### src/rtl/dl_sequencer_if.sv
// ROM-download bus between hps_io and dl_sequencer: incoming ioctl byte
// stream on one side, decoded region write port on the other.
interface dl_sequencer_if;
  logic        ioctl_download;
  logic        ioctl_wr;
  logic [24:0] ioctl_addr;
  logic [7:0]  ioctl_dout;
  logic [3:0]  rom_we;
  logic [15:0] rom_addr;
  logic [7:0]  rom_data;

  modport master (
    output ioctl_download, ioctl_wr, ioctl_addr, ioctl_dout,
    input  rom_we, rom_addr, rom_data
  );

  modport slave (
    input  ioctl_download, ioctl_wr, ioctl_addr, ioctl_dout,
    output rom_we, rom_addr, rom_data
  );
endinterface

### src/rtl/dl_sequencer.sv
// Decodes the HPS ROM-download stream into four ROM regions, checks the
// download length and holds the game core in reset until a good image settles.
module dl_sequencer #(
  parameter logic [15:0] R1_BASE  = 16'h4000,
  parameter logic [15:0] R2_BASE  = 16'h8000,
  parameter logic [15:0] R3_BASE  = 16'hA000,
  parameter logic [16:0] TOTAL    = 17'h0C000,
  parameter int          HOLD_CYC = 256
) (
  input  logic             clk_sys,
  input  logic             reset_n,
  input  logic             user_reset,
  dl_sequencer_if.slave    bus,
  output logic             core_reset,
  output logic             dl_done,
  output logic             dl_error,
  output logic [7:0]       checksum
);

  localparam int            HW        = $clog2(HOLD_CYC + 1);
  localparam logic [HW-1:0] HOLD_LAST = HW'(HOLD_CYC - 1);

  typedef enum logic [2:0] {IDLE, LOAD, CHECK, SETTLE, RUN} state_t;

  state_t        state, state_next;
  logic [16:0]   byte_count;
  logic          reject;
  logic [HW-1:0] hold_cnt;
  logic [3:0]    rom_we_q;
  logic [15:0]   rom_addr_q;
  logic [7:0]    rom_data_q;

  logic [15:0]   addr_lo;
  logic          in_range;
  logic          wr_load;
  logic          check_ok;
  logic          load_entry;
  logic [3:0]    region_we;
  logic [15:0]   region_addr;

  // Bytes above the 64 KiB window or past TOTAL are rejected outright.
  assign addr_lo    = bus.ioctl_addr[15:0];
  assign in_range   = (bus.ioctl_addr[24:16] == 9'd0) && ({1'b0, addr_lo} < TOTAL);
  assign wr_load    = (state == LOAD) && bus.ioctl_wr;
  assign check_ok   = (byte_count == TOTAL) && !reject;
  assign load_entry = (state_next == LOAD) && (state != LOAD);

  always_comb begin
    region_we   = 4'b0000;
    region_addr = 16'h0000;
    if (addr_lo < R1_BASE) begin
      region_we   = 4'b0001;
      region_addr = addr_lo;
    end else if (addr_lo < R2_BASE) begin
      region_we   = 4'b0010;
      region_addr = addr_lo - R1_BASE;
    end else if (addr_lo < R3_BASE) begin
      region_we   = 4'b0100;
      region_addr = addr_lo - R2_BASE;
    end else begin
      region_we   = 4'b1000;
      region_addr = addr_lo - R3_BASE;
    end
  end

  always_ff @(posedge clk_sys or negedge reset_n) begin
    if (!reset_n) state <= IDLE;
    else          state <= state_next;
  end

  always_comb begin
    state_next = state;
    case (state)
      IDLE:    if (bus.ioctl_download) state_next = LOAD;
      LOAD:    if (!bus.ioctl_download) state_next = CHECK;
      CHECK:   state_next = check_ok ? SETTLE : IDLE;
      SETTLE: begin
        if (bus.ioctl_download)       state_next = LOAD;
        else if (hold_cnt == HOLD_LAST) state_next = RUN;
      end
      RUN:     if (bus.ioctl_download) state_next = LOAD;
      default: state_next = IDLE;
    endcase
  end

  // A new download starting from RUN must re-assert core_reset on the same
  // edge that enters LOAD, so the download level is folded in here.
  always_ff @(posedge clk_sys or negedge reset_n) begin
    if (!reset_n) begin
      rom_we_q   <= 4'b0000;
      rom_addr_q <= 16'h0000;
      rom_data_q <= 8'h00;
      byte_count <= 17'd0;
      checksum   <= 8'h00;
      reject     <= 1'b0;
      dl_done    <= 1'b0;
      dl_error   <= 1'b0;
      hold_cnt   <= '0;
      core_reset <= 1'b1;
    end else begin
      rom_we_q <= 4'b0000;
      if (load_entry) begin
        byte_count <= 17'd0;
        checksum   <= 8'h00;
        reject     <= 1'b0;
      end else if (wr_load) begin
        if (in_range) begin
          if (byte_count != 17'h1FFFF) byte_count <= byte_count + 17'd1;
          checksum <= checksum + bus.ioctl_dout;
        end else begin
          reject <= 1'b1;
        end
      end
      if (wr_load && in_range) begin
        rom_we_q   <= region_we;
        rom_addr_q <= region_addr;
        rom_data_q <= bus.ioctl_dout;
      end
      if (state == CHECK) begin
        dl_error <= !check_ok;
        if (check_ok) dl_done <= 1'b1;
      end
      hold_cnt   <= (state == SETTLE) ? hold_cnt + HW'(1) : '0;
      core_reset <= ((state == RUN) && !bus.ioctl_download) ? user_reset : 1'b1;
    end
  end

  assign bus.rom_we   = rom_we_q;
  assign bus.rom_addr = rom_addr_q;
  assign bus.rom_data = rom_data_q;

endmodule

### src/flat_wrapper.sv
// flat-port wrapper written by rule: the top's interface ports become plain ports
module dl_sequencer_flat 
#(
  parameter logic [15:0] R1_BASE  = 16'h4000,
  parameter logic [15:0] R2_BASE  = 16'h8000,
  parameter logic [15:0] R3_BASE  = 16'hA000,
  parameter logic [16:0] TOTAL    = 17'h0C000,
  parameter int          HOLD_CYC = 256
)
  (clk_sys, reset_n, user_reset, core_reset, dl_done, dl_error, checksum, bus_ioctl_download, bus_ioctl_wr, bus_ioctl_addr, bus_ioctl_dout, bus_rom_we, bus_rom_addr, bus_rom_data);
  dl_sequencer_if bus_i ();
  input  logic clk_sys;
  input  logic reset_n;
  input  logic user_reset;
  output logic core_reset;
  output logic dl_done;
  output logic dl_error;
  output logic [7:0] checksum;
  input wire logic [$bits(bus_i.ioctl_download)-1:0] bus_ioctl_download;
  input wire logic [$bits(bus_i.ioctl_wr)-1:0] bus_ioctl_wr;
  input wire logic [$bits(bus_i.ioctl_addr)-1:0] bus_ioctl_addr;
  input wire logic [$bits(bus_i.ioctl_dout)-1:0] bus_ioctl_dout;
  output wire logic [$bits(bus_i.rom_we)-1:0] bus_rom_we;
  output wire logic [$bits(bus_i.rom_addr)-1:0] bus_rom_addr;
  output wire logic [$bits(bus_i.rom_data)-1:0] bus_rom_data;
  assign bus_i.ioctl_download = bus_ioctl_download;
  assign bus_i.ioctl_wr = bus_ioctl_wr;
  assign bus_i.ioctl_addr = bus_ioctl_addr;
  assign bus_i.ioctl_dout = bus_ioctl_dout;
  assign bus_rom_we = bus_i.rom_we;
  assign bus_rom_addr = bus_i.rom_addr;
  assign bus_rom_data = bus_i.rom_data;
  dl_sequencer #(.R1_BASE(R1_BASE), .R2_BASE(R2_BASE), .R3_BASE(R3_BASE), .TOTAL(TOTAL), .HOLD_CYC(HOLD_CYC)) u_core (.clk_sys(clk_sys), .reset_n(reset_n), .user_reset(user_reset), .bus(bus_i), .core_reset(core_reset), .dl_done(dl_done), .dl_error(dl_error), .checksum(checksum));
endmodule
### config.mk
export PLATFORM = sky130hd
export DESIGN_NAME = dl_sequencer_flat
export DESIGN_NICKNAME = d
export VERILOG_FILES = /design/src/rtl/dl_sequencer_if.sv /design/src/rtl/dl_sequencer.sv /design/src/flat_wrapper.sv
export SDC_FILE = /design/constraint.sdc
export NUM_CORES = 1
export LEC_CHECK = 0
export ABC_AREA = 1
export ABC_CLOCK_PERIOD_IN_PS = 1950
export CAP_MARGIN = 10
export CORE_MARGIN = 3
export CORE_UTILIZATION = 47
export CTS_CLUSTER_SIZE = 30
export DETAILED_ROUTE_END_ITERATION = 6
export HOLD_SLACK_MARGIN = 0.06
export PLACE_DENSITY = 0.77
export SYNTH_ARGS = -nofsm -noshare
export SYNTH_HDL_FRONTEND = slang
export SYNTH_SLANG_ARGS = --single-unit
### constraint.sdc
create_clock -name clk_sys -period 1.95 [get_ports clk_sys]
set_input_delay 0.2925 -clock clk_sys [delete_from_list [all_inputs] [get_ports clk_sys]]
set_output_delay 0.2925 -clock clk_sys [all_outputs]
set_load 0.02 [all_outputs]
==> flow_summary_export.csv, run 1 <==
group,metric,value,unit
setup_path,regToRegSetupSlack,-0.20,ns
drt,ant_nets,0,
setup_path,worst_setup_path_start_kind,"flip-flop",
floorplan,core_area,7850,um^2
power,vdd_drop_max,0.351,mV
setup_path,rr_endpoint,"u_core.byte_count[13]$_DFFE_PN0P_",
placed_design,numPortBuffers,76,
power,power_frac_comb,16.5,%
finish,finalInstanceArea,5520,um^2
placed_design,hpwlAfterDp,6890,um
power,seqPwrFrac,45.0,%
floorplan,start_util,49.0,%
hold_path,hp-class,"input pin to async pin",
global_routing,grt_pass1_wl,15300,um
setup_path,r2r_cells,18,
synth,synth_top_area_share,44.2,%
finish,final_cells,731,
synth,synth.avg_cell_area,7.60,um^2
timing,rsz0062_at_grt,"true",
job,maxCapViolCount,0,
synth,synth-edff-count,0,
timing,final.setup.tns,-2.73,ns
finish,drive_gt1_share,21.0,%
setup_path,endpoint_kind,"flip-flop",
cts,clockBufferDepth,2,
timing,clock_skew,0.0125,ns
floorplan,die_y,96.5,um
synth,synth-seq-cells,69,
floorplan,num_io_pins,77,
setup_path,rr_startpoint,"u_core.hold_cnt[0]$_DFF_PN0_",
drt,drt_wl_total,10200,um
drt,drc,0,
cts,cts-root-buf,"clkbuf_8",
global_routing,grt_max_degree,40,
global_routing,grt_use_total,21.1,%
placed_design,post-place-ws,-0.0906,ns
finish,syn_to_final_growth,43.5,%
setup_path,path_max_fanout,8,
timing,slew_headroom,59.7,%
setup_path,cp_common_cell,"nand2_1",
global_routing,grt_pass1_vias,3405,
timing,hold_viol_final,0,
power,leakage,2.83,nW
timing,fin_ws,-0.196,ns
cts,clkSinkCount,69,
drt,via_count,3703,
global_routing,globalRouteOverflowTotal,0,
drt,vias_per_cell,5.07,
setup_path,worstPathArrival,2.44,ns
placed_design,post_dp_cell_area,4920,um^2
synth,syn_area,3850,um^2
cts,clk_pin_slew,0.07,ns
setup_path,crit_slowest_cell,"dfrtp_1",
setup_path,cpPeakStageDelay,0.36,ns
drt,dr.first_iter.drc_count,199,
drt,drtPass1Iterations,7,
synth,yosys-top-cells-area,"dfrtp_1 44%, nand2_1 18%, nand3_1 5.7%",
setup_path,required,2.24,ns
placed_design,dp_cells,705,
power,internal-power,2.44,mW
power,power_density,593,nW/um^2
finish,nets,676,
synth,synthArstFlopShare,100,%
timing,fin_crit,2.15,ns
synth,synth_area_leader_cell,"dfrtp_1",
timing,worst_hold_slack,0.465,ns
synth,yosysSeqAreaShare,44.9,%
power,p_total,3.27,mW
synth,ys.warnings.count,0,
cts,ctsHtreeMaxLevel,3,
floorplan,row_count,32,
timing,fin_crit_sh,110,%
cts,cts-buffers-inserted,9,
finish,post-route-util,70.3,%
timing,tightest_slew,0.605,ns
timing,max_freq,466,MHz
cts,cts_tree,"done",
outcome,outcome,"finished with violations",
power,clockPowerShare,38.6,%
finish,insertedDiodeCount,0,
placed_design,gp_congestion,0.882,
synth,synth_fp_nets,558,
drt,routedWlPerCell,13.9,um
power,swShare,25.6,%
timing,setup_viol,26,
synth,synth_cell_type_count,36,
power,power_switching,0.837,mW
cts,clk_latency,0.36,ns
global_routing,antenna_found_initial,0,
floorplan,die_w,96.5,um
floorplan,die-area,9300,um^2
outcome,violations,"setup timing",
timing,slew_violations,0,
setup_path,crit_type,"flip-flop to flip-flop",
setup_path,cp_cell_sequence,"ha_2, nand2_2, inv_2, nand2_4, nor2_4, nand3_2, nor2_2, ha_2, inv_1, nand2_1, nand2_1, nand2_2, nor2_4, nand4_4, buf_12, buf_6, nand3_1, nand2_1",
finish,fillers,618,
synth,synthCells,506,
synth,synth_flop_cell,"dfrtp_1",
[worst max-delay path by stage]
stage / from / to / slack, ns / depth (start not counted)
global placement: bus_ioctl_dout[0] / u_core.checksum[4]$_DFFE_PN0P_ / -0.05 / 9
floorplan: u_core.hold_cnt[0]$_DFF_PN0_ / u_core.byte_count[10]$_DFFE_PN0P_ / 0.007 / 18
detailed placement: u_core.hold_cnt[0]$_DFF_PN0_ / u_core.byte_count[2]$_DFFE_PN0P_ / -0.09 / 17
CTS: u_core.hold_cnt[0]$_DFF_PN0_ / u_core.checksum[7]$_DFFE_PN0P_ / -0.1 / 17
finish: u_core.hold_cnt[0]$_DFF_PN0_ / u_core.byte_count[13]$_DFFE_PN0P_ / -0.20 / 18
global route: u_core.hold_cnt[0]$_DFF_PN0_ / u_core.byte_count[13]$_DFFE_PN0P_ / -0.30 / 18
[cells in the mapped netlist (all sizes together) (5+ instances only)]
library cell  instances
nand3                47
ha                   13
buf                  12
xnor2                 5
nor2                 58
o21ai                 8
nand4                15
nand2               186
nor3                  7
inv                  59
a21oi                 6
dfrtp                68
[cell families after synthesis]
| group | after synthesis | synth area share (%) |
|---|---|---|
| buffers and inverters | 73 | 8.49 |
| AND/OR/NAND/NOR | 323 | 37.1 |
| flip-flops | 69 | 44.9 |
| XOR/XNOR | 9 | 2.05 |
| AO/OA/AOI/OAI | 18 | 2.70 |
| adder cells (fa/ha/maj) | 14 | 4.75 |
[routing by layer]
metal	track usage, %	routed length [um]	part of all wire [%]	vias up
li1	-	-	-	1825
met2	35.9	5160	51	111
met1	26.4	4150	41	1739
met5	0	0	0	-
met3	4.49	574	5.7	28
met4	7.83	267	2.6	0
[sequential cells by signal, summed over array words and instances (netlist names)]
| name | flops |
|---|---|
| u_core.core_reset | 1 |
| u_core.state | 3 |
| u_core.checksum | 8 |
| u_core.dl_error | 1 |
| u_core.bus.rom_we | 4 |
| u_core.hold_cnt | 9 |
| u_core.byte_count | 17 |
| u_core.bus.rom_addr | 16 |
| u_core.bus.rom_data | 8 |
| u_core.dl_done | 1 |
| u_core.reject | 1 |
[placed cells by master, fill, tap and decap left out, drive strengths merged, types with 3 or more instances in the layout]
| cell type | netlist | layout |
|---|---|---|
| a21oi | 6 | 6 |
| buf | 12 | 40 |
| clkbuf | 1 | 15 |
| clkdlybuf4s50 | 0 | 75 |
| clkinv | 1 | 3 |
| dfrtp | 68 | 68 |
| ha | 13 | 13 |
| inv | 59 | 59 |
| nand2 | 186 | 186 |
| nand3 | 47 | 47 |
| nand4 | 15 | 15 |
| nor2 | 58 | 58 |
| nor3 | 7 | 7 |
| nor3b | 3 | 3 |
| o21ai | 8 | 8 |
| o21bai | 3 | 3 |
| or2 | 4 | 4 |
| xnor2 | 5 | 5 |
| xor2 | 4 | 4 |
[final cells by class]
| cell class | instances | area [um^2] | area share [%] |
|---|---|---|---|
| Clock inverter | 5 | 77.6 | 1.41 |
| Inverter | 60 | 228 | 4.13 |
| Tap cell | 102 | 128 | 2.31 |
| Sequential cell | 69 | 1730 | 31.3 |
| Multi-Input combinational cell | 364 | 2000 | 36.2 |
| Timing Repair Buffer | 120 | 1230 | 22.2 |
| Clock buffer | 11 | 131 | 2.38 |
[power groups by stage]
stage                     sequential, mW  combinational (mW)  clock, mW
after global routing                1.47               0.573       1.36
after CTS                           1.47               0.346       1.28
after global placement              1.50               0.333          0
after detailed placement            1.50               0.342          0
after floorplan                     1.50               0.170          0
final                               1.47               0.539       1.26
[critical path: cells and delay by family (launching register included)]
family                     cells  cell delay [ns]
adders and majority gates      2             0.38
and+or+nand+nor               12             0.95
DFF                            1             0.36
buffers and inverters          4             0.43
[repair_timing]
item,4_1_cts,5_1_grt
endpoints found under the setup margin,26,26
resized for setup,1,61
cloned,0,7
hold endpoints to repair,22,0
buffers inserted,0,2
hold buffers,1,0
pin swaps,0,24
Note: power is estimated with default switching activity, not from simulation.
==> run 2, diff against run 1 <==
Settings changed: CORE_MARGIN 3 to 2, GPL_TIMING_DRIVEN set to 0.
==> run 2 against run 1 <==
Effect of this change:
- the run still ends with setup timing left
- hold slack worse by 0.40 ns
- core utilization fell by 3.1 points
- clock skew decreased by 0.0030 ns
- clock-buffer cell count is 1 higher
- non-clock buffer count shrank 14
- sequential power about the same
==> flow_summary_export.csv, run 2 (same netlist as run 1, synthesis figures left out) <==
group,metric,value,unit
setup_path,path_max_fanout,6,
drt,routedWlPerCell,13.4,um
finish,largest_reg_flops,17,
timing,worst_hold_slack,0.0621,ns
floorplan,core_area,7850,um^2
power,seqPwrFrac,47.6,%
floorplan,num_io_pins,77,
timing,fin_ws,-0.142,ns
setup_path,crit_type,"flip-flop to flip-flop",
finish,fillers,631,
global_routing,grt_pass1_vias,3471,
finish,nets,662,
floorplan,die_y,94.5,um
setup_path,crit_slowest_cell,"dfrtp_1",
cts,cts-root-buf,"clkbuf_8",
setup_path,worst_setup_path_start_kind,"flip-flop",
outcome,outcome,"finished with violations",
global_routing,grt_max_degree,70,
outcome,violations,"setup timing",
finish,largest-register,"u_core.byte_count",
timing,rsz0062_at_grt,"true",
power,power_frac_comb,14.3,%
placed_design,dp_cells,684,
hold_path,hp-class,"input pin to async pin",
drt,drc,0,
drt,drt_wl_total,9590,um
timing,setup_viol,26,
setup_path,cp_top_family,"simple AND/OR/NAND/NOR gates",
finish,drive_gt1_share,18.9,%
placed_design,hpwlAfterDp,6510,um
setup_path,endpoint_kind,"flip-flop",
cts,clk_pin_slew,0.08,ns
timing,max_freq,478,MHz
finish,insertedDiodeCount,0,
floorplan,row_count,32,
drt,vias_per_cell,5.06,
cts,cts-buffers-inserted,9,
finish,syn_to_final_growth,37.2,%
global_routing,grt_pass1_wl,15800,um
timing,fin_crit,2.09,ns
cts,clk_latency,0.34,ns
placed_design,numPortBuffers,76,
cts,ctsHtreeMaxLevel,3,
floorplan,start_util,49.0,%
timing,tightest_slew,0.850,ns
floorplan,die-area,8920,um^2
placed_design,gp_congestion,0.880,
cts,clkSinkCount,69,
setup_path,cpPeakStageDelay,0.39,ns
drt,ant_nets,0,
setup_path,cp_cell_sequence,"ha_2, nand2_2, inv_2, nand2_4, nor2_4, nand3_2, nor2_2, ha_2, inv_2, nand2_1, nand2_1, nand2_1, nor2_2, nand4_4, buf_8, buf_16, o21ai_2, inv_2",
power,leakage,2.69,nW
finish,final_cell_mix,"170 x nand2_1, 75 x clkdlybuf4s50_1, 64 x dfrtp_1, 46 x nor2_1, 45 x inv_1",
power,swShare,26.2,%
global_routing,globalRouteOverflowTotal,0,
power,power_density,586,nW/um^2
power,p_total,3.09,mW
timing,slew_headroom,43.3,%
cts,clockBufferDepth,2,
finish,final_cells,717,
power,internal-power,2.28,mW
global_routing,antenna_found_initial,0,
job,maxCapViolCount,0,
cts,cts_tree,"done",
timing,hold_viol_final,0,
global_routing,grt_use_total,22.1,%
timing,slew_violations,0,
timing,clock_skew,0.00950,ns
drt,drtPass1Iterations,5,
setup_path,required,2.19,ns
power,vdd_drop_max,0.475,mV
power,clockPowerShare,38.1,%
setup_path,path_buf_inv,5,
placed_design,post-place-ws,-0.491,ns
finish,final_common_cell,"nand2_1",
power,power_switching,0.809,mW
setup_path,worstPathArrival,2.33,ns
timing,fin_crit_sh,107,%
drt,dr.first_iter.drc_count,124,
drt,via_count,3626,
floorplan,die_w,94.5,um
[run 2: cell types whose count changed in the layout (fill, tap and decap cells not counted), moves of 3 or more]
cell       before  now
nand3_1        27   36
dfrtp_2         0    4
clkbuf_16       4    0
buf_12          4    0
nor2_2          5    8
buf_4          32   16
buf_6           1    7
dfrtp_1        68   64
nand3_2        20   10
[run 2: what timing repair did]
item | in CTS | in global routing
hold buffers | 0 | 0
setup buffers | 6 | 10
pin swaps | 17 | 19
cloned | 1 | 0
resized for setup | 29 | 36
setup endpoints to repair | 26 | 26
[run 2: worst paths after layout]
kind                                                     start                                   to  slack [ns]  cells past startpoint
max                               u_core.hold_cnt[0]$_DFF_PN0_            u_core.reject$_DFFE_PN0P_       -0.14                     18
min in group clk_sys       u_core.bus.rom_addr[10]$_DFFE_PN0P_  u_core.bus.rom_addr[10]$_DFFE_PN0P_        0.47                      2
min reg2reg                u_core.bus.rom_addr[10]$_DFFE_PN0P_  u_core.bus.rom_addr[10]$_DFFE_PN0P_        0.47                      2
max in group asynchronous                              reset_n    u_core.byte_count[10]$_DFFE_PN0P_        1.29                      1
min                                                    reset_n       u_core.bus.rom_we[1]$_DFF_PN0_        0.06                      1
max reg2reg                       u_core.hold_cnt[0]$_DFF_PN0_            u_core.reject$_DFFE_PN0P_       -0.14                     18
[run 2: layout make-up]
| cell class | instances | area [um^2] | area share [%] |
|---|---|---|---|
| multi-input combinational | 364 | 1960 | 37.2 |
| sequential | 69 | 1730 | 32.8 |
| timing repair buffer | 93 | 917 | 17.4 |
| inverter | 60 | 225 | 4.27 |
| clock buffer | 12 | 145 | 2.75 |
| tap | 102 | 128 | 2.42 |
| buffer | 13 | 120 | 2.28 |
| clock inverter | 4 | 47.5 | 0.901 |
[run 2: stage by stage]
stage / instance area [um^2] / setup TNS, ns / util (%)
after floorplan: 3850 / 0 / -
after global placement: 4740 / -125.19 / 60.4
after detailed placement: 4730 / -8.10 / 60.3
after CTS: 5080 / -3.34 / 64.8
after global routing: 5280 / -5.60 / 67.2
final: 5280 / -2.81 / 67.2
[run 2: routing by layer]
layer | vias to the layer above | wire length (um) | track usage [%]
met5 | - | 0 | 0
met4 | 0 | 173 | 5.31
met3 | 19 | 542 | 5.35
met2 | 103 | 4740 | 38.9
met1 | 1714 | 4130 | 27.6
li1 | 1790 | - | -
[run 2: power groups by stage]
| stage | clock, mW | sequential, mW | combinational [mW] |
|---|---|---|---|
| 3_3_place_gp | 0 | 1.50 | 0.333 |
| 6_report | 1.18 | 1.47 | 0.443 |
| 3_5_place_dp | 0 | 1.50 | 0.339 |
| 4_1_cts | 1.20 | 1.47 | 0.407 |
| 5_1_grt | 1.26 | 1.48 | 0.482 |
| 2_1_floorplan | 0 | 1.50 | 0.170 |
